==> config.mk <==
export PLATFORM = sky130hd
export DESIGN_NAME = cd_spi_slave
export DESIGN_NICKNAME = d
export VERILOG_FILES = /design/src/rtl/cd_spi_slave.sv
export SDC_FILE = /design/constraint.sdc
export NUM_CORES = 1
export LEC_CHECK = 0
export CAP_MARGIN = 20
export CORE_MARGIN = 4
export CORE_UTILIZATION = 45
export CTS_CLUSTER_SIZE = 12
export DETAILED_ROUTE_END_ITERATION = 8
export HOLD_SLACK_MARGIN = 0.12
export PLACE_DENSITY = 0.69
export SLEW_MARGIN = 20
export SYNTH_ARGS = -nofsm -noshare
export SYNTH_HDL_FRONTEND = slang
export SYNTH_SLANG_ARGS = --single-unit
==> constraint.sdc <==
create_clock -name clk -period 2 [get_ports clk]
set_input_delay 0.5 -clock clk [delete_from_list [all_inputs] [get_ports clk]]
set_output_delay 0.5 -clock clk [all_outputs]
set_load 0.1 [all_outputs]
==> src/rtl/cd_spi_slave.sv <==
`timescale 1ns/1ps
// SPI mode-0 slave that turns a command byte plus data bytes into CSR read/write strobes.
// sclk/nss/sdi are oversampled on clk; strobes follow the synced completing sclk edge by 1 clk.
module cd_spi_slave #(
  parameter int SYNC_STAGES = 2
) (
  input  logic       clk,
  input  logic       reset_n,
  input  logic       sclk,
  input  logic       nss,
  input  logic       sdi,
  output logic       sdo,
  output logic       sdo_en,
  output logic       int_flag_update,
  output logic [4:0] csr_address,
  output logic       csr_read,
  input  logic [7:0] csr_readdata,
  output logic       csr_write,
  output logic [7:0] csr_writedata
);

  typedef enum logic [1:0] {IDLE = 2'd0, CMD = 2'd1, WR = 2'd2, RD = 2'd3} state_t;

  state_t                 state_q, state_d;
  logic [SYNC_STAGES-1:0] sclk_sync, nss_sync, sdi_sync;
  logic                   sclk_d, nss_d;
  logic [SYNC_STAGES:0]   fill;
  logic [2:0]             bit_cnt;
  logic [7:0]             rx_shift, tx_shift;
  logic                   rd_d, wr_d, flag_d, byte_done;

  always_ff @(posedge clk or negedge reset_n) begin
    if (!reset_n) begin
      sclk_sync <= '0;
      nss_sync  <= '1;
      sdi_sync  <= '0;
      sclk_d    <= 1'b0;
      nss_d     <= 1'b1;
      fill      <= '0;
    end else begin
      sclk_sync <= {sclk_sync[SYNC_STAGES-2:0], sclk};
      nss_sync  <= {nss_sync[SYNC_STAGES-2:0], nss};
      sdi_sync  <= {sdi_sync[SYNC_STAGES-2:0], sdi};
      sclk_d    <= sclk_sync[SYNC_STAGES-1];
      nss_d     <= nss_sync[SYNC_STAGES-1];
      fill      <= {fill[SYNC_STAGES-1:0], 1'b1};
    end
  end

  logic sclk_s, nss_s, sdi_s, sync_ready;
  logic sclk_rise, sclk_fall, nss_fall, nss_rise, active;
  logic [7:0] rx_byte;

  assign sclk_s     = sclk_sync[SYNC_STAGES-1];
  assign nss_s      = nss_sync[SYNC_STAGES-1];
  assign sdi_s      = sdi_sync[SYNC_STAGES-1];
  // A falling nss only counts once the pipeline holds real samples, so an nss
  // already low at reset release does not look like a fresh select.
  assign sync_ready = fill[SYNC_STAGES];
  assign sclk_rise  = sclk_s & ~sclk_d;
  assign sclk_fall  = ~sclk_s & sclk_d;
  assign nss_fall   = sync_ready & nss_d & ~nss_s;
  assign nss_rise   = ~nss_d & nss_s;
  assign active     = (state_q != IDLE) & ~nss_s;
  assign rx_byte    = {rx_shift[6:0], sdi_s};

  always_comb begin
    state_d   = state_q;
    rd_d      = 1'b0;
    wr_d      = 1'b0;
    flag_d    = 1'b0;
    byte_done = active & sclk_rise & (bit_cnt == 3'd7);
    if (nss_rise) begin
      state_d = IDLE;
    end else if (nss_fall) begin
      state_d = CMD;
      flag_d  = 1'b1;
    end else if (byte_done) begin
      case (state_q)
        CMD: begin
          state_d = rx_byte[7] ? WR : RD;
          rd_d    = ~rx_byte[7];
        end
        WR:      wr_d = 1'b1;
        RD:      rd_d = 1'b1;
        default: ;
      endcase
    end
  end

  always_ff @(posedge clk or negedge reset_n) begin
    if (!reset_n) state_q <= IDLE;
    else          state_q <= state_d;
  end

  always_ff @(posedge clk or negedge reset_n) begin
    if (!reset_n) begin
      bit_cnt         <= '0;
      rx_shift        <= '0;
      tx_shift        <= '0;
      csr_address     <= '0;
      csr_writedata   <= '0;
      csr_read        <= 1'b0;
      csr_write       <= 1'b0;
      int_flag_update <= 1'b0;
    end else begin
      csr_read        <= rd_d;
      csr_write       <= wr_d;
      int_flag_update <= flag_d;
      if (nss_fall) begin
        bit_cnt  <= '0;
        rx_shift <= '0;
      end else if (active && sclk_rise) begin
        bit_cnt  <= bit_cnt + 3'd1;
        rx_shift <= rx_byte;
      end
      if (byte_done && state_q == CMD) csr_address   <= rx_byte[4:0];
      if (byte_done && state_q == WR)  csr_writedata <= rx_byte;
      // The falling edge right after a completed byte is skipped so the freshly
      // loaded MSB stays on sdo for the master's next rising edge.
      if (csr_read)
        tx_shift <= csr_readdata;
      else if (state_q == RD && active && sclk_fall && bit_cnt != 3'd0)
        tx_shift <= {tx_shift[6:0], 1'b0};
    end
  end

  assign sdo    = (state_q == RD) ? tx_shift[7] : 1'b0;
  assign sdo_en = ~nss_s;

endmodule

; After elaboration in Yosys (flattened, before gate mapping)
; Index checks and enable logic that the tools add are counted.
[op_classes]
div_mod_pow = 0
multipliers = 0
reduce_logical = 13
bitwise_logic = 13
addsub = 1
order_cmp = 0
n_shift = 0
eq_ne = 4
n_mux = 22
[op_table]
columns = cell, n
row1 = 8-bit two-way mux, 2
row2 = 7-bit two-way mux, 2
row3 = 1-bit two-way mux, 11
row4 = 3-bit nonzero test, 3
row5 = 1-bit AND, 8
row6 = 2-bit two-way mux, 4
row7 = 1-bit logical AND, 6
row8 = 3-bit two-way mux, 2
row9 = 2-bit nonzero test, 3
row10 = 1-bit NOT, 5
row11 = "2-bit equality test, second input constant", 2
row12 = "3-bit by 1-bit adder with 3-bit output, second input constant", 1
row13 = "3-bit equality test, second input constant", 1
row14 = "2-bit by 1-bit equality test with 1-bit output, second input constant", 1
row15 = 1-bit case mux with 2 select lines, 1
row16 = 2-bit AND reduction, 1
[totals]
romBits = 0
latchBits = 0
ff_bits = 47
output_inout_bits = 18
mem_count = 0
ram_bits = 0

; Depth between registers and ports, before layout
[depth]
ltp_word = 7
depth_mapped = 6

; Worst setup path after synthesis
; No wires, ideal clock.
[synth_timing]
path_kind = reg2reg
from = register csr_read
to = register tx_shift[1]
arrival_time_ns = 1.709
path_stages_with_launch = 4
slack_ns = 0.165
setup_time_ns = 0.126
path_cell_list = dfrtp_1 -> clkbuf_1 -> nor2b_1 -> a221o_1
[synth_between]
elab_chain_len = 1
[synth_lines]
columns = item, line
row1 = start: declaration, 16  ; output logic csr_read,
row2 = start signal: assignment, 107  ; csr_read <= rd_d;
row3 = 8-bit two-way mux / 2-bit nonzero test (equally long branches), -
row4 = end signal: assignment, 122  ; tx_shift <= csr_readdata;
row5 = end signal: assignment, 124  ; tx_shift <= {tx_shift[6:0], 1'b0};
row6 = end: declaration, 29  ; logic [7:0] rx_shift, tx_shift;
; Several ways; a longest one is shown, not always the timed one.
; A chain may end at the register's enable or synchronous reset.

; Worst setup path in the final report
[layout_timing]
from = register nss_sync[1]
to = output port sdo_en
[layout_between]
elab_chain_len = 1
[layout_lines]
columns = item, line
row1 = start: declaration, 25  ; logic [SYNC_STAGES-1:0] sclk_sync, nss_sync, sdi_sync;
row2 = start signal: assignment, 42  ; nss_sync <= {nss_sync[SYNC_STAGES-2:0], nss};
row3 = 1-bit NOT, 129  ; assign sdo_en = ~nss_s;
row4 = end: declaration, 13  ; output logic sdo_en,
; No other way between the ends.

==> impl_metrics.json <==
{
  "layout.nets": 204,
  "grt_max_degree": 28,
  "finalSetupViolCount": 0,
  "wl_per_cell_um": 16.9,
  "ys_ff_latch": 47,
  "ant_nets": 0,
  "outcome": "complete, no violations",
  "path_clk_slew_ns": 0.08,
  "synth.top_cell.area_share_pct": 55.9,
  "dp_hpwl_mm": 2.88,
  "rsz0062_at_grt": "no",
  "io_buffers": 30,
  "syn_area_mm2": 0.00197,
  "root_buffer": "clkbuf_8",
  "synth.area.top_cells": "dfrtp_1 (56%), mux2_4 (6.1%), dfstp_2 (4.0%), a21oi_1 (3.0%), a221o_1 (3.0%)",
  "final.min_clock_period_ns": 1.87,
  "startpoint_type": "flop",
  "grt_pass1_vias": 1438,
  "vias_per_cell": 5.59,
  "synth_most_common_cell": "dfrtp_1",
  "antenna_found_initial": 0,
  "arrival_ns": 1.37,
  "fmax_mhz": 534,
  "start_util_pct": 47.9,
  "synth_common_cells": "dfrtp_1 (44), a21oi_1 (12), o21ai_0 (12), nand3_1 (11), mux2_4 (8)",
  "clock_latency_ns": 0.29,
  "synth_ff_type": "dfrtp_1",
  "cap_violations": 0,
  "die_w_um": 74.2,
  "n_antenna_cell": 0,
  "rows": 23,
  "period_share_pct": 93.6,
  "leakagePower_nw": 1.18,
  "power.density_mw_per_mm2": 661,
  "ys_types": 35,
  "dp_slack_ns": -0.0293,
  "cts_sinks": 47,
  "ys_warn_count": 0,
  "synth_area_per_cell_um2": 12.5,
  "clock_skew_ns": 0.00982,
  "ioPinCount": 31,
  "required_ns": 1.50,
  "drv_slew": 0,
  "route.detailed.drc": 0,
  "cts_tree": "done",
  "htreeDepth": 2,
  "gr-usage-all-layers_pct": 16.9,
  "power_w": 0.00170,
  "place.gp.congestion": 0.765,
  "crit_type": "flop to output port",
  "synth_edf_count": 0,
  "crit_path_end_kind": "output port",
  "drt_iter0_markers": 70,
  "slew_headroom_pct": 58.8,
  "dp_cells": 231,
  "clk_path_buf_depth": 2,
  "finish.utilization_pct": 62.5,
  "wl_met2_mm": 1.96,
  "hp-class": "input port to async pin",
  "met3_wirelength_um": 250,
  "vias": 1335,
  "ir_drop_uv": 487,
  "numCtsBuffers": 5,
  "areaGrowthSynthToFinish_pct": 30.5,
  "tightest_slew_ns": 0.616,
  "dr.max_layer_used": "met4",
  "overflow": 0,
  "postLayoutSetupSlackWorst_ns": 0.127,
  "ff2ff_path_depth": 5,
  "synth_seq_area_share_pct": 59.9,
  "syn_inst": 158,
  "met1_length_mm": 1.75,
  "grt_first_pass_wirelength_mm": 6.95,
  "hold_viol_final": 0,
  "fin_cells": 239,
  "setup_tns_ns": 0,
  "syn_nets": 174,
  "routed_wl_mm": 4.04,
  "async_reset_ff_share_pct": 100,
  "dieArea_mm2": 0.00550,
  "synth_top_area_cell": "dfrtp_1",
  "layout-drive-gt1-share_pct": 24.9,
  "core_area_mm2": 0.00412,
  "path_max_fanout": 10,
  "first_pass_iters": 4,
  "die_y_um": 74.2,
  "cts_setup_buffers": 0
}
## placed cells by master (no fill, tap or decap), types with 5 or more instances in the layout
cell type         n
inv_1             6
o31a_1            5
clkbuf_8          5
nand3_1          11
dfrtp_1          44
mux2_2            5
clkdlybuf4s50_1  11
a21oi_1          12
a221o_1           6
mux2_4            8
nor2b_1           7
o21ai_0          12
buf_12           18
## sequential cells by signal, indices dropped and copies added (netlist names), 3 cells and up
register / count
csr_writedata: 8
bit_cnt: 3
fill: 3
csr_address: 5
tx_shift: 8
rx_shift: 7
## final cells by class
cell class                 count  area (µm²)
fill                         316        1540
sequential                    47        1180
multi-input combinational     96         736
timing repair buffer          32         490
clock buffer                   8        80.1
tap                           50        62.6
inverter                       6        22.5
## worst max-delay path, cell delays in order, from the launching register on
cell and delay, ns:
dfstp_2 0.60, buf_4 0.20, inv_1 0.11, buf_12 0.18
## per-layer routing
layer	vias up	track usage, %
li1	630	-
met1	653	22.6
met2	44	25.5
met3	8	5.68
met4	0	6.64
met5	-	0
## what timing repair did
item	CTS	global route
gates resized for setup	2	0
endpoints found under the setup margin	13	0
hold buffers	0	0
## final timing paths
| kind | startpoint | end | slack, ns |
|---|---|---|---|
| setup / recovery | nss_sync[1]$_DFF_PN1_ | sdo_en | 0.13 |
| hold / removal | reset_n | tx_shift[4]$_DFFE_PN0P_ | 0.17 |
| setup reg to reg | bit_cnt[1]$_DFFE_PN0P_ | csr_writedata[0]$_DFFE_PN0P_ | 0.15 |
| hold reg to reg | fill[0]$_DFF_PN0_ | fill[1]$_DFF_PN0_ | 0.35 |
| max in group asynchronous | reset_n | nss_sync[0]$_DFF_PN1_ | 1.23 |
| min in group clk | fill[0]$_DFF_PN0_ | fill[1]$_DFF_PN0_ | 0.35 |
## logic make-up (layout without fill, tap and decap cells)
family	after synthesis	in the layout	synth area share [%]
muxes	13	13	8.95
DFF	47	47	59.9
adders and majority gates	3	3	1.90
buffers and inverters	15	46	3.36
AOI/OAI and AO/OA	39	39	13.0
other	1	1	0.190
and+or+nand+nor	40	40	12.7
## metrics by stage
step | hold slack (ns) | area [µm²]
CTS | 0.174 | 2570
global placement | 0.332 | 2480
global route | 0.186 | 2570
floorplan | 0.204 | 1970
detailed placement | 0.336 | 2480
finish | 0.169 | 2570
## where the power goes
part	switching [W]	internal [W]	total (W)
registers	0.0000278	0.000978	0.00101
logic	0.000101	0.0000590	0.000160
clock network	0.000285	0.000248	0.000533
total	0.000413	0.00129	0.00170
No activity file was read; power rests on OpenSTA's default activity.
